===== config.mk =====
export PLATFORM = sky130hd
export DESIGN_NAME = bp_be_decode_queue
export DESIGN_NICKNAME = d
export VERILOG_FILES = /design/src/rtl/bp_be_decode_queue.sv
export SDC_FILE = /design/constraint.sdc
export NUM_CORES = 1
export LEC_CHECK = 0
export BUFFER_PORTS_ARGS = -buffer_cell sky130_fd_sc_hd__buf_2
export CAP_MARGIN = 40
export CORE_MARGIN = 8
export CORE_UTILIZATION = 44
export CTS_CLUSTER_DIAMETER = 80
export DETAILED_ROUTE_END_ITERATION = 8
export PLACE_DENSITY_LB_ADDON = 0.08
export REMOVE_ABC_BUFFERS = 1
export SETUP_SLACK_MARGIN = 0.02
export SKIP_LAST_GASP = 1
export SLEW_MARGIN = 25
export SYNTH_ARGS = -nofsm -noshare
export SYNTH_HDL_FRONTEND = slang
export SYNTH_SLANG_ARGS = --single-unit

===== constraint.sdc =====
create_clock -name clk_i -period 3.5 [get_ports clk_i]
set_input_delay 0.525 -clock clk_i [delete_from_list [all_inputs] [get_ports clk_i]]
set_output_delay 0.525 -clock clk_i [all_outputs]
set_load 0.02 [all_outputs]

===== src/rtl/bp_be_decode_queue.sv =====
// Decode stage between FE issue and BE scheduling: RV64I/M decoder feeding a
// depth_p-entry FIFO of decoded control words, with nop injection, flush and an illegal counter.

package bp_be_decode_queue_pkg;

    typedef struct packed {
        logic       instr_v;
        logic       be_nop_v;
        logic       pipe_comp_v;
        logic       pipe_int_v;
        logic       pipe_mem_v;
        logic       pipe_mul_v;
        logic       irf_w_v;
        logic       dcache_r_v;
        logic       dcache_w_v;
        logic       csr_v;
        logic       mret_v;
        logic       opw_v;
        logic [2:0] funct3;
        logic [4:0] rs1_addr;
        logic [4:0] rs2_addr;
        logic [4:0] rd_addr;
    } bp_be_decode_s;

    localparam int unsigned decode_width_lp = $bits(bp_be_decode_s);

    localparam logic [6:0] opc_load_c     = 7'b0000011;
    localparam logic [6:0] opc_misc_mem_c = 7'b0001111;
    localparam logic [6:0] opc_op_imm_c   = 7'b0010011;
    localparam logic [6:0] opc_auipc_c    = 7'b0010111;
    localparam logic [6:0] opc_op_imm32_c = 7'b0011011;
    localparam logic [6:0] opc_store_c    = 7'b0100011;
    localparam logic [6:0] opc_op_c       = 7'b0110011;
    localparam logic [6:0] opc_lui_c      = 7'b0110111;
    localparam logic [6:0] opc_op32_c     = 7'b0111011;
    localparam logic [6:0] opc_branch_c   = 7'b1100011;
    localparam logic [6:0] opc_jalr_c     = 7'b1100111;
    localparam logic [6:0] opc_jal_c      = 7'b1101111;
    localparam logic [6:0] opc_system_c   = 7'b1110011;

    localparam logic [6:0]  f7_base_c = 7'b0000000;
    localparam logic [6:0]  f7_alt_c  = 7'b0100000;
    localparam logic [6:0]  f7_mul_c  = 7'b0000001;
    localparam logic [31:0] mret_c    = 32'h3020_0073;

    // CSR addresses implemented by the BE CSR file
    function automatic logic csr_supported(input logic [11:0] addr);
        logic ok;
        case (addr)
            12'h300, 12'h301, 12'h304, 12'h305,
            12'h340, 12'h341, 12'h342, 12'h343, 12'h344,
            12'hB00, 12'hB02, 12'hC00, 12'hC02, 12'hF14: ok = 1'b1;
            default:                                     ok = 1'b0;
        endcase
        return ok;
    endfunction

endpackage

module bp_be_decode_queue
    import bp_be_decode_queue_pkg::*;
#(
    parameter int unsigned vaddr_width_p       = 39,
    parameter int unsigned depth_p             = 4,
    parameter bit          m_ext_p             = 1'b1,
    parameter int unsigned illegal_cnt_width_p = 8
) (
    input  logic                           clk_i,
    input  logic                           reset_n_i,
    input  logic                           instr_v_i,
    input  logic [31:0]                    instr_i,
    input  logic [vaddr_width_p-1:0]       pc_i,
    input  logic                           nop_v_i,
    output logic                           instr_ready_o,
    input  logic                           flush_i,
    output logic                           decode_v_o,
    output logic [decode_width_lp-1:0]     decode_o,
    output logic [vaddr_width_p-1:0]       pc_o,
    output logic                           illegal_o,
    input  logic                           decode_yumi_i,
    output logic [illegal_cnt_width_p-1:0] illegal_cnt_o,
    output logic                           empty_o
);

    localparam int unsigned ptr_width_lp = $clog2(depth_p);
    localparam int unsigned cnt_width_lp = ptr_width_lp + 1;

    logic [6:0]  w_opcode;
    logic [6:0]  w_funct7;
    logic [2:0]  w_funct3;
    logic [4:0]  w_rd;
    logic        w_rd_nz;
    logic        w_legal;
    logic        w_mul;
    bp_be_decode_s w_dec;
    bp_be_decode_s w_entry;
    logic        w_entry_ill;

    logic [ptr_width_lp-1:0]        r_wptr;
    logic [ptr_width_lp-1:0]        r_rptr;
    logic [cnt_width_lp-1:0]        r_count;
    logic [illegal_cnt_width_p-1:0] r_illegal_cnt;
    logic [decode_width_lp-1:0]     r_mem_dec [depth_p];
    logic [vaddr_width_p-1:0]       r_mem_pc  [depth_p];
    logic [depth_p-1:0]             r_mem_ill;

    logic w_enq;
    logic w_deq;

    assign w_opcode = instr_i[6:0];
    assign w_funct3 = instr_i[14:12];
    assign w_funct7 = instr_i[31:25];
    assign w_rd     = instr_i[11:7];
    assign w_rd_nz  = (w_rd != 5'd0);

    // Instruction decoder: classifies the opcode and checks encoding legality
    always_comb begin
        w_dec   = '0;
        w_legal = 1'b0;
        w_mul   = 1'b0;
        case (w_opcode)
            opc_op_c: begin
                w_mul   = (w_funct7 == f7_mul_c);
                w_legal = (w_funct7 == f7_base_c)
                        || ((w_funct7 == f7_alt_c) && ((w_funct3 == 3'b000) || (w_funct3 == 3'b101)))
                        || (w_mul && m_ext_p);
                w_dec.pipe_int_v = ~w_mul;
                w_dec.pipe_mul_v = w_mul;
                w_dec.irf_w_v    = w_rd_nz;
            end
            opc_op32_c: begin
                w_mul   = (w_funct7 == f7_mul_c);
                w_legal = ((w_funct7 == f7_base_c)
                           && ((w_funct3 == 3'b000) || (w_funct3 == 3'b001) || (w_funct3 == 3'b101)))
                        || ((w_funct7 == f7_alt_c) && ((w_funct3 == 3'b000) || (w_funct3 == 3'b101)))
                        || (w_mul && m_ext_p && ((w_funct3 == 3'b000) || w_funct3[2]));
                w_dec.pipe_int_v = ~w_mul;
                w_dec.pipe_mul_v = w_mul;
                w_dec.irf_w_v    = w_rd_nz;
                w_dec.opw_v      = 1'b1;
            end
            opc_op_imm_c: begin
                if (w_funct3 == 3'b001) begin
                    w_legal = (instr_i[31:26] == 6'b000000);
                end else if (w_funct3 == 3'b101) begin
                    w_legal = (instr_i[31:26] == 6'b000000) || (instr_i[31:26] == 6'b010000);
                end else begin
                    w_legal = 1'b1;
                end
                w_dec.pipe_int_v = 1'b1;
                w_dec.irf_w_v    = w_rd_nz;
            end
            opc_op_imm32_c: begin
                w_legal = (w_funct3 == 3'b000)
                        || ((w_funct3 == 3'b001) && (w_funct7 == f7_base_c))
                        || ((w_funct3 == 3'b101) && ((w_funct7 == f7_base_c) || (w_funct7 == f7_alt_c)));
                w_dec.pipe_int_v = 1'b1;
                w_dec.irf_w_v    = w_rd_nz;
                w_dec.opw_v      = 1'b1;
            end
            opc_lui_c, opc_auipc_c, opc_jal_c: begin
                w_legal          = 1'b1;
                w_dec.pipe_int_v = 1'b1;
                w_dec.irf_w_v    = w_rd_nz;
            end
            opc_jalr_c: begin
                w_legal          = (w_funct3 == 3'b000);
                w_dec.pipe_int_v = 1'b1;
                w_dec.irf_w_v    = w_rd_nz;
            end
            opc_branch_c: begin
                w_legal          = (w_funct3 != 3'b010) && (w_funct3 != 3'b011);
                w_dec.pipe_int_v = 1'b1;
            end
            opc_load_c: begin
                w_legal          = (w_funct3 != 3'b111);
                w_dec.pipe_mem_v = 1'b1;
                w_dec.dcache_r_v = 1'b1;
                w_dec.irf_w_v    = w_rd_nz;
            end
            opc_store_c: begin
                w_legal          = ~w_funct3[2];
                w_dec.pipe_mem_v = 1'b1;
                w_dec.dcache_w_v = 1'b1;
            end
            opc_misc_mem_c: begin
                w_legal          = (w_funct3 == 3'b000) || (w_funct3 == 3'b001);
                w_dec.pipe_int_v = 1'b1;
            end
            opc_system_c: begin
                if (instr_i == mret_c) begin
                    w_legal          = 1'b1;
                    w_dec.pipe_mem_v = 1'b1;
                    w_dec.mret_v     = 1'b1;
                end else if ((w_funct3[1:0] != 2'b00) && csr_supported(instr_i[31:20])) begin
                    w_legal          = 1'b1;
                    w_dec.pipe_mem_v = 1'b1;
                    w_dec.csr_v      = 1'b1;
                    w_dec.irf_w_v    = w_rd_nz;
                end
            end
            default: w_legal = 1'b0;
        endcase
        w_dec.instr_v  = 1'b1;
        w_dec.funct3   = w_funct3;
        w_dec.rs1_addr = instr_i[19:15];
        w_dec.rs2_addr = instr_i[24:20];
        w_dec.rd_addr  = w_rd;
    end

    // Final entry: nop overrides decode, illegal collapses to an all-zero word
    always_comb begin
        w_entry     = '0;
        w_entry_ill = 1'b0;
        if (nop_v_i) begin
            w_entry.pipe_comp_v = 1'b1;
            w_entry.be_nop_v    = 1'b1;
        end else if (w_legal) begin
            w_entry = w_dec;
        end else begin
            w_entry_ill = 1'b1;
        end
    end

    assign instr_ready_o = (r_count < cnt_width_lp'(depth_p)) | decode_yumi_i;
    assign w_enq         = instr_v_i & instr_ready_o & ~flush_i;
    assign w_deq         = decode_yumi_i & decode_v_o & ~flush_i;

    always_ff @(posedge clk_i or negedge reset_n_i) begin
        if (!reset_n_i) begin
            r_wptr  <= '0;
            r_rptr  <= '0;
            r_count <= '0;
        end else if (flush_i) begin
            r_wptr  <= '0;
            r_rptr  <= '0;
            r_count <= '0;
        end else begin
            if (w_enq) begin
                r_wptr <= r_wptr + ptr_width_lp'(1);
            end
            if (w_deq) begin
                r_rptr <= r_rptr + ptr_width_lp'(1);
            end
            r_count <= r_count + cnt_width_lp'(w_enq) - cnt_width_lp'(w_deq);
        end
    end

    // Saturating debug counter; survives flush, only reset clears it
    always_ff @(posedge clk_i or negedge reset_n_i) begin
        if (!reset_n_i) begin
            r_illegal_cnt <= '0;
        end else if (w_enq && w_entry_ill && (r_illegal_cnt != '1)) begin
            r_illegal_cnt <= r_illegal_cnt + illegal_cnt_width_p'(1);
        end
    end

    always_ff @(posedge clk_i) begin
        if (w_enq) begin
            r_mem_dec[r_wptr] <= w_entry;
            r_mem_pc[r_wptr]  <= pc_i;
            r_mem_ill[r_wptr] <= w_entry_ill;
        end
    end

    assign decode_v_o    = (r_count != '0);
    assign empty_o       = (r_count == '0);
    assign decode_o      = decode_v_o ? r_mem_dec[r_rptr] : '0;
    assign pc_o          = decode_v_o ? r_mem_pc[r_rptr] : '0;
    assign illegal_o     = decode_v_o & r_mem_ill[r_rptr];
    assign illegal_cnt_o = r_illegal_cnt;

endmodule


==> impl_metrics.tcl, run 1 <==
set metrics [dict create \
    status "complete, no violations" \
    rsz0062_at_grt "no" \
    h-tree-depth 1 \
    die_h_um 182 \
    slowest_delay_ns 0.78 \
    synth-simple-area-share_pct 10.1 \
    max_freq_mhz 326 \
    synth_ff_type "edfxtp_1" \
    synthMuxAreaShare_pct 13.1 \
    synth_top_family_by_area "multiplexers" \
    synth_common_cells "edfxtp_1, and2_1, mux4_2" \
    synth_area_mm2 0.0121 \
    io_buffers 157 \
    clkTransAtPathRegs_ns 0.06 \
    finalSetupTns_ns 0 \
    drtIter0Drc 383 \
    setup_violations 0 \
    clockBufferDepth 3 \
    synth_top_area_cell "edfxtp_1" \
    worstPathCellList "buf_12, mux4_2, and2_1, buf_2" \
    crit_slowest_cell "dfrtp_4" \
    ant_nets 0 \
    worst_slew_pin_slew_ns 0.781 \
    num_rows 60 \
    drc_errors 0 \
    synth_fa_ha_area_share_pct 0.887 \
    io-pin-count 158 \
    critPathMaxFanout 26 \
    worst-endpoint-arrival_ns 2.55 \
    timing.final.crit_share_pct 87.7 \
    synth_xor_area_share_pct 0.867 \
    clock_latency_ns 0.54 \
    end_kind "output pin" \
    final_layout_size_suffix_gt1_share_pct 37.6 \
    finalMaxSlewViolations 0 \
    core_mm2 0.0270 \
    die_area_mm2 0.0331 \
    cts_resized 0 \
    cts_root_buffer "clkbuf_16" \
    ys_top_cells_by_area "edfxtp_1, mux4_2, and2_1" \
    use_met3_pct 3.15 \
    overflow 0 \
    wire_per_inst_um 21.6 \
    p_leak_nw 5.20 \
    postSynth.asyncResetShare_pct 5.15 \
    critPathBufInv 2 \
    synth_most_common_cell "edfxtp_1" \
    fin_skew_ns 0.0113 \
    syn_to_final_growth_pct 19.1 \
    cts_tree "yes" \
    hp-class "in2reg" \
    grt_pass1_vias 7110 \
    avgSynthCellArea_um2 18.5 \
    postCtsHoldBufs 1 \
    grt_pass1_wl_mm 40.0 \
    busiest_layer "met2" \
    numCtsBuffers 30 \
    synth_edf_count 276 \
    crit_type "reg2out" \
    yosysWarnings 0 \
    synthCells 655 \
    place.gp.congestion 0.889 \
    vias 6492 \
    cts_sinks 291 \
    postCtsSetupBuffers 0 \
    wl_mm 25.8 \
    gr-usage-met2_pct 26.1 \
    maxCapViolCount 0 \
    crit_family "flip-flops" \
    antenna_found_initial 0 \
    track_usage_pct 15.5 \
    period_minus_slack_ns 3.07 \
    grtUsageMet1_pct 20.3 \
    viasPerCell 5.44 \
    p_per_area_mw_per_mm2 679 \
    fp.dieW_um 182 \
    hold_ws_ns 0.196 \
    required_ns 2.97 \
    dr.pass1.iters 7 \
    grt_max_degree 73 \
    nets 913 \
    slew_headroom_pct 47.9 \
    initial_core_util_pct 44.9 \
    n_antenna_cell 0 \
    synth_top_area_share_pct 68.3 \
    fill_cells 2194 \
    synth-compound-area-share_pct 1.85 \
    finalHoldViolCount 0 \
    register_area_mm2 0.00867 \
    synth-seq-cells 291 \
    vdd_drop_max_mv 0.353 \
    hpwl_mm 16.4 \
    multi_input_area_mm2 0.00326 \
    yosysUniqueCellTypes 57 \
    ys_seq_area_share_pct 71.4 \
    start_kind "flop" \
]
[cell usage in the layout (no fill, tap or decap), drive strengths merged, types with 3 or more instances in the layout]
master,instances
or3,4
clkinv,14
nand2b,4
nor4b,3
buf,177
edfxtp,276
xnor2,3
a2111oi,3
o21ai,7
inv,11
a31oi,4
or4,3
xor2,9
mux4,69
nor2b,3
nand2,17
nor3,11
bufinv,5
and2,92
dfrtp,15
and3,5
and4,4
nand3,6
nor2,24
clkbuf,37
nor4,7
and3b,3
nand3b,4
a21oi,5
ha,7
[flip-flops by register name (all words and copies together), names as in the netlist]
| register | count |
|---|---|
| illegal_cnt_o | 8 |
| r_count | 3 |
| r_mem_dec | 116 |
| r_mem_ill | 4 |
| r_mem_pc | 156 |
| r_rptr | 2 |
| r_wptr | 2 |
[worst register-to-register path, stage by stage, from the launching register on]
cell     delay, ns
dfrtp_1       0.40
or3_2         0.49
nand2_1       0.11
nor2_1        0.05
ha_1          0.27
inv_1         0.03
ha_1          0.18
fa_1          0.38
xnor2_1       0.16
nor2_1        0.06
[cell families (layout without fill, tap and decap cells)]
kind of cell | count (synthesis) | count (layout)
buffers and inverters | 48 | 245
flip-flops | 291 | 291
AO/OA/AOI/OAI | 27 | 27
AND/OR/NAND/NOR | 197 | 197
multiplexers | 72 | 72
XOR/XNOR | 12 | 12
adder cells (fa/ha/maj) | 8 | 8
[layer usage]
layer	share of wire, %	up-vias
li1	-	2939
met3	5.6	28
met5	0	-
met2	49	192
met4	1.5	0
met1	44	3333
[where the power goes]
group          switching (mW)  internal (mW)
sequential              0.157           3.98
combinational            1.41           1.04
clock                    1.24           1.97
[area by class of cell]
cell class | count | area share, %
inverters | 11 | 0.286
clock inverters | 19 | 1.46
well taps | 341 | 2.95
flip-flops and latches | 291 | 60.0
clock buffers | 37 | 5.53
multi-input cells | 316 | 22.6
repair buffers | 178 | 7.16
[stage by stage]
| stage | setup WS [ns] | util, % | cells | power, mW | cell area [µm²] |
|---|---|---|---|---|---|
| after global placement | 0.656 | 49.7 | 1136 | 6.72 | 13400 |
| after detailed placement | 0.489 | 49.7 | 1136 | 6.74 | 13400 |
| final | 0.429 | 53.4 | 1193 | 9.81 | 14400 |
| after floorplan | -0.755 | - | 618 | 5.82 | 12000 |
| after global routing | 0.273 | 53.4 | 1193 | 10.2 | 14400 |
| after CTS | 0.333 | 53.4 | 1193 | 9.97 | 14400 |
[worst paths after layout]
kind	start	endpoint	slack [ns]	cells after the start
hold reg to reg	illegal_cnt_o[7]	illegal_cnt_o[7]	0.51	1
setup / recovery	r_rptr[0]	decode_o[28]	0.43	4
max in group asynchronous	reset_n_i	r_rptr[1]	2.77	2
setup reg to reg	r_count[2]	r_count[2]	1.25	9
hold / removal	pc_i[14]	r_mem_pc[1][14]	0.20	1
min in group asynchronous	reset_n_i	r_count[1]	0.43	2
Power figures use the tool's default switching activity.
==> run 2, diff against run 1 <==
--- a/config.mk
+++ b/config.mk
@@ -12,6 +12,7 @@
 export CTS_CLUSTER_DIAMETER = 80
 export DETAILED_ROUTE_END_ITERATION = 8
 export PLACE_DENSITY_LB_ADDON = 0.08
+export RECOVER_POWER = 25
 export REMOVE_ABC_BUFFERS = 1
 export SETUP_SLACK_MARGIN = 0.02
 export SKIP_LAST_GASP = 1
==> run 2 against run 1 <==
  * Utilization down 0.19 points
  * Fmax down 0.11%
  * Highest routed layer unchanged
  * Non-clock buffer count unchanged
  * Critical path depth unchanged
  * Largest power group unchanged
  * Critical endpoint unchanged
  * Clock power about the same
==> impl_metrics.tcl, run 2 (same netlist as run 1, synthesis figures left out) <==
set metrics [dict create \
    antenna_found_initial 0 \
    drtIter0Drc 402 \
    largest_reg_flops 156 \
    n_antenna_cell 0 \
    postCtsSetupBuffers 0 \
    start_kind "flop" \
    syn_to_final_growth_pct 18.7 \
    status "complete, no violations" \
    initial_core_util_pct 44.9 \
    hp-class "in2reg" \
    critPathBufInv 2 \
    finalHoldViolCount 0 \
    clkTransAtPathRegs_ns 0.06 \
    wire_per_inst_um 21.6 \
    io_buffers 157 \
    setup_violations 0 \
    cts_sinks 291 \
    nets 913 \
    vdd_drop_max_mv 0.353 \
    ant_nets 0 \
    place.gp.congestion 0.889 \
    clock_latency_ns 0.54 \
    io-pin-count 158 \
    slew_headroom_pct 40.7 \
    numCtsBuffers 30 \
    critPathMaxFanout 26 \
    finalMaxSlewViolations 0 \
    grt_pass1_wl_mm 40.0 \
    wl_mm 25.7 \
    fp.dieW_um 182 \
    crit_type "reg2out" \
    maxCapViolCount 0 \
    final_common_cell "edfxtp_1" \
    final_util_pct 53.3 \
    h-tree-depth 1 \
    die_h_um 182 \
    dr.pass1.iters 4 \
    num_rows 60 \
    fin_skew_ns 0.00891 \
    timing.final.crit_share_pct 87.8 \
    max_freq_mhz 325 \
    rsz0062_at_grt "no" \
    die_area_mm2 0.0331 \
    worstPathCellList "buf_12, mux4_2, and2_1, buf_2" \
    overflow 0 \
    hold_ws_ns 0.237 \
    reg2reg_depth 9 \
    layout_common_cells "edfxtp_1, buf_2, and2_1" \
    track_usage_pct 15.5 \
    grt_pass1_vias 7110 \
    final_layout_size_suffix_gt1_share_pct 32.7 \
    dp_slack_ns 0.489 \
    path_depth 4 \
    cts_root_buffer "clkbuf_16" \
    core_mm2 0.0270 \
    cts_tree "yes" \
    clockBufferDepth 3 \
    crit_slowest_cell "dfrtp_4" \
    viasPerCell 5.44 \
    p_per_area_mw_per_mm2 681 \
    hpwl_mm 16.4 \
    p_leak_nw 5.09 \
    crit_family "flip-flops" \
    drc_errors 0 \
    worst-endpoint-arrival_ns 2.55 \
    slowest_delay_ns 0.78 \
    min_path_cells 1 \
    required_ns 2.97 \
    end_kind "output pin" \
    period_minus_slack_ns 3.07 \
    top_register "r_mem_pc" \
    grt_max_degree 73 \
    vias 6489 \
    fin_ws_ns 0.426 \
    worst_slew_pin_slew_ns 0.889 \
]
-- run 2: cell types whose count changed in the layout (fill, tap and decap cells not counted), sizes merged --
cell / change
buf: -41
clkbuf: +41
-- run 2: path summary, 6_finish.rpt --
path | start | end | slack (ns)
worst min-delay path | pc_i[14] | r_mem_pc[1][14] | 0.24
min in group asynchronous | reset_n_i | r_count[1] | 0.62
worst max register to register | r_count[2] | r_count[2] | 1.25
worst max-delay path | r_rptr[0] | decode_o[28] | 0.43
max in group asynchronous | reset_n_i | r_rptr[1] | 2.23
worst min register to register | illegal_cnt_o[7] | illegal_cnt_o[7] | 0.51
-- run 2: what timing repair did --
item	in CTS	in global routing
endpoints found under the hold margin	15	0
gates resized for setup	0	0
hold buffers	1	0
-- run 2: metrics by stage --
stage	instances	TNS (ns)	cell area [µm²]	power [mW]
global route	1193	0	14400	10.2
CTS	1193	0	14400	9.97
global placement	1136	0	13400	6.72
finish	1193	0	14400	9.80
floorplan	618	-48.22	12000	5.82
detailed placement	1136	0	13400	6.74
-- run 2: layout make-up --
cell class,instances,area [µm²]
inverter,11,41.3
clock buffer,37,798
fill,2209,12600
tap,341,427
sequential,291,8670
timing repair buffer,178,982
clock inverter,19,210
multi-input combinational,316,3260
-- run 2: power by group --
group	total, mW	internal [mW]	switching [mW]
registers	4.14	3.98	0.157
logic	2.45	1.04	1.41
clock network	3.22	1.97	1.24
-- run 2: routing by layer --
metal	vias to the layer above	GRT usage (%)	wire, µm
li1	2937	-	-
met1	3341	20.3	11300
met2	183	26.1	12600
met3	28	3.15	1460
met4	0	3.77	386
met5	-	0	0
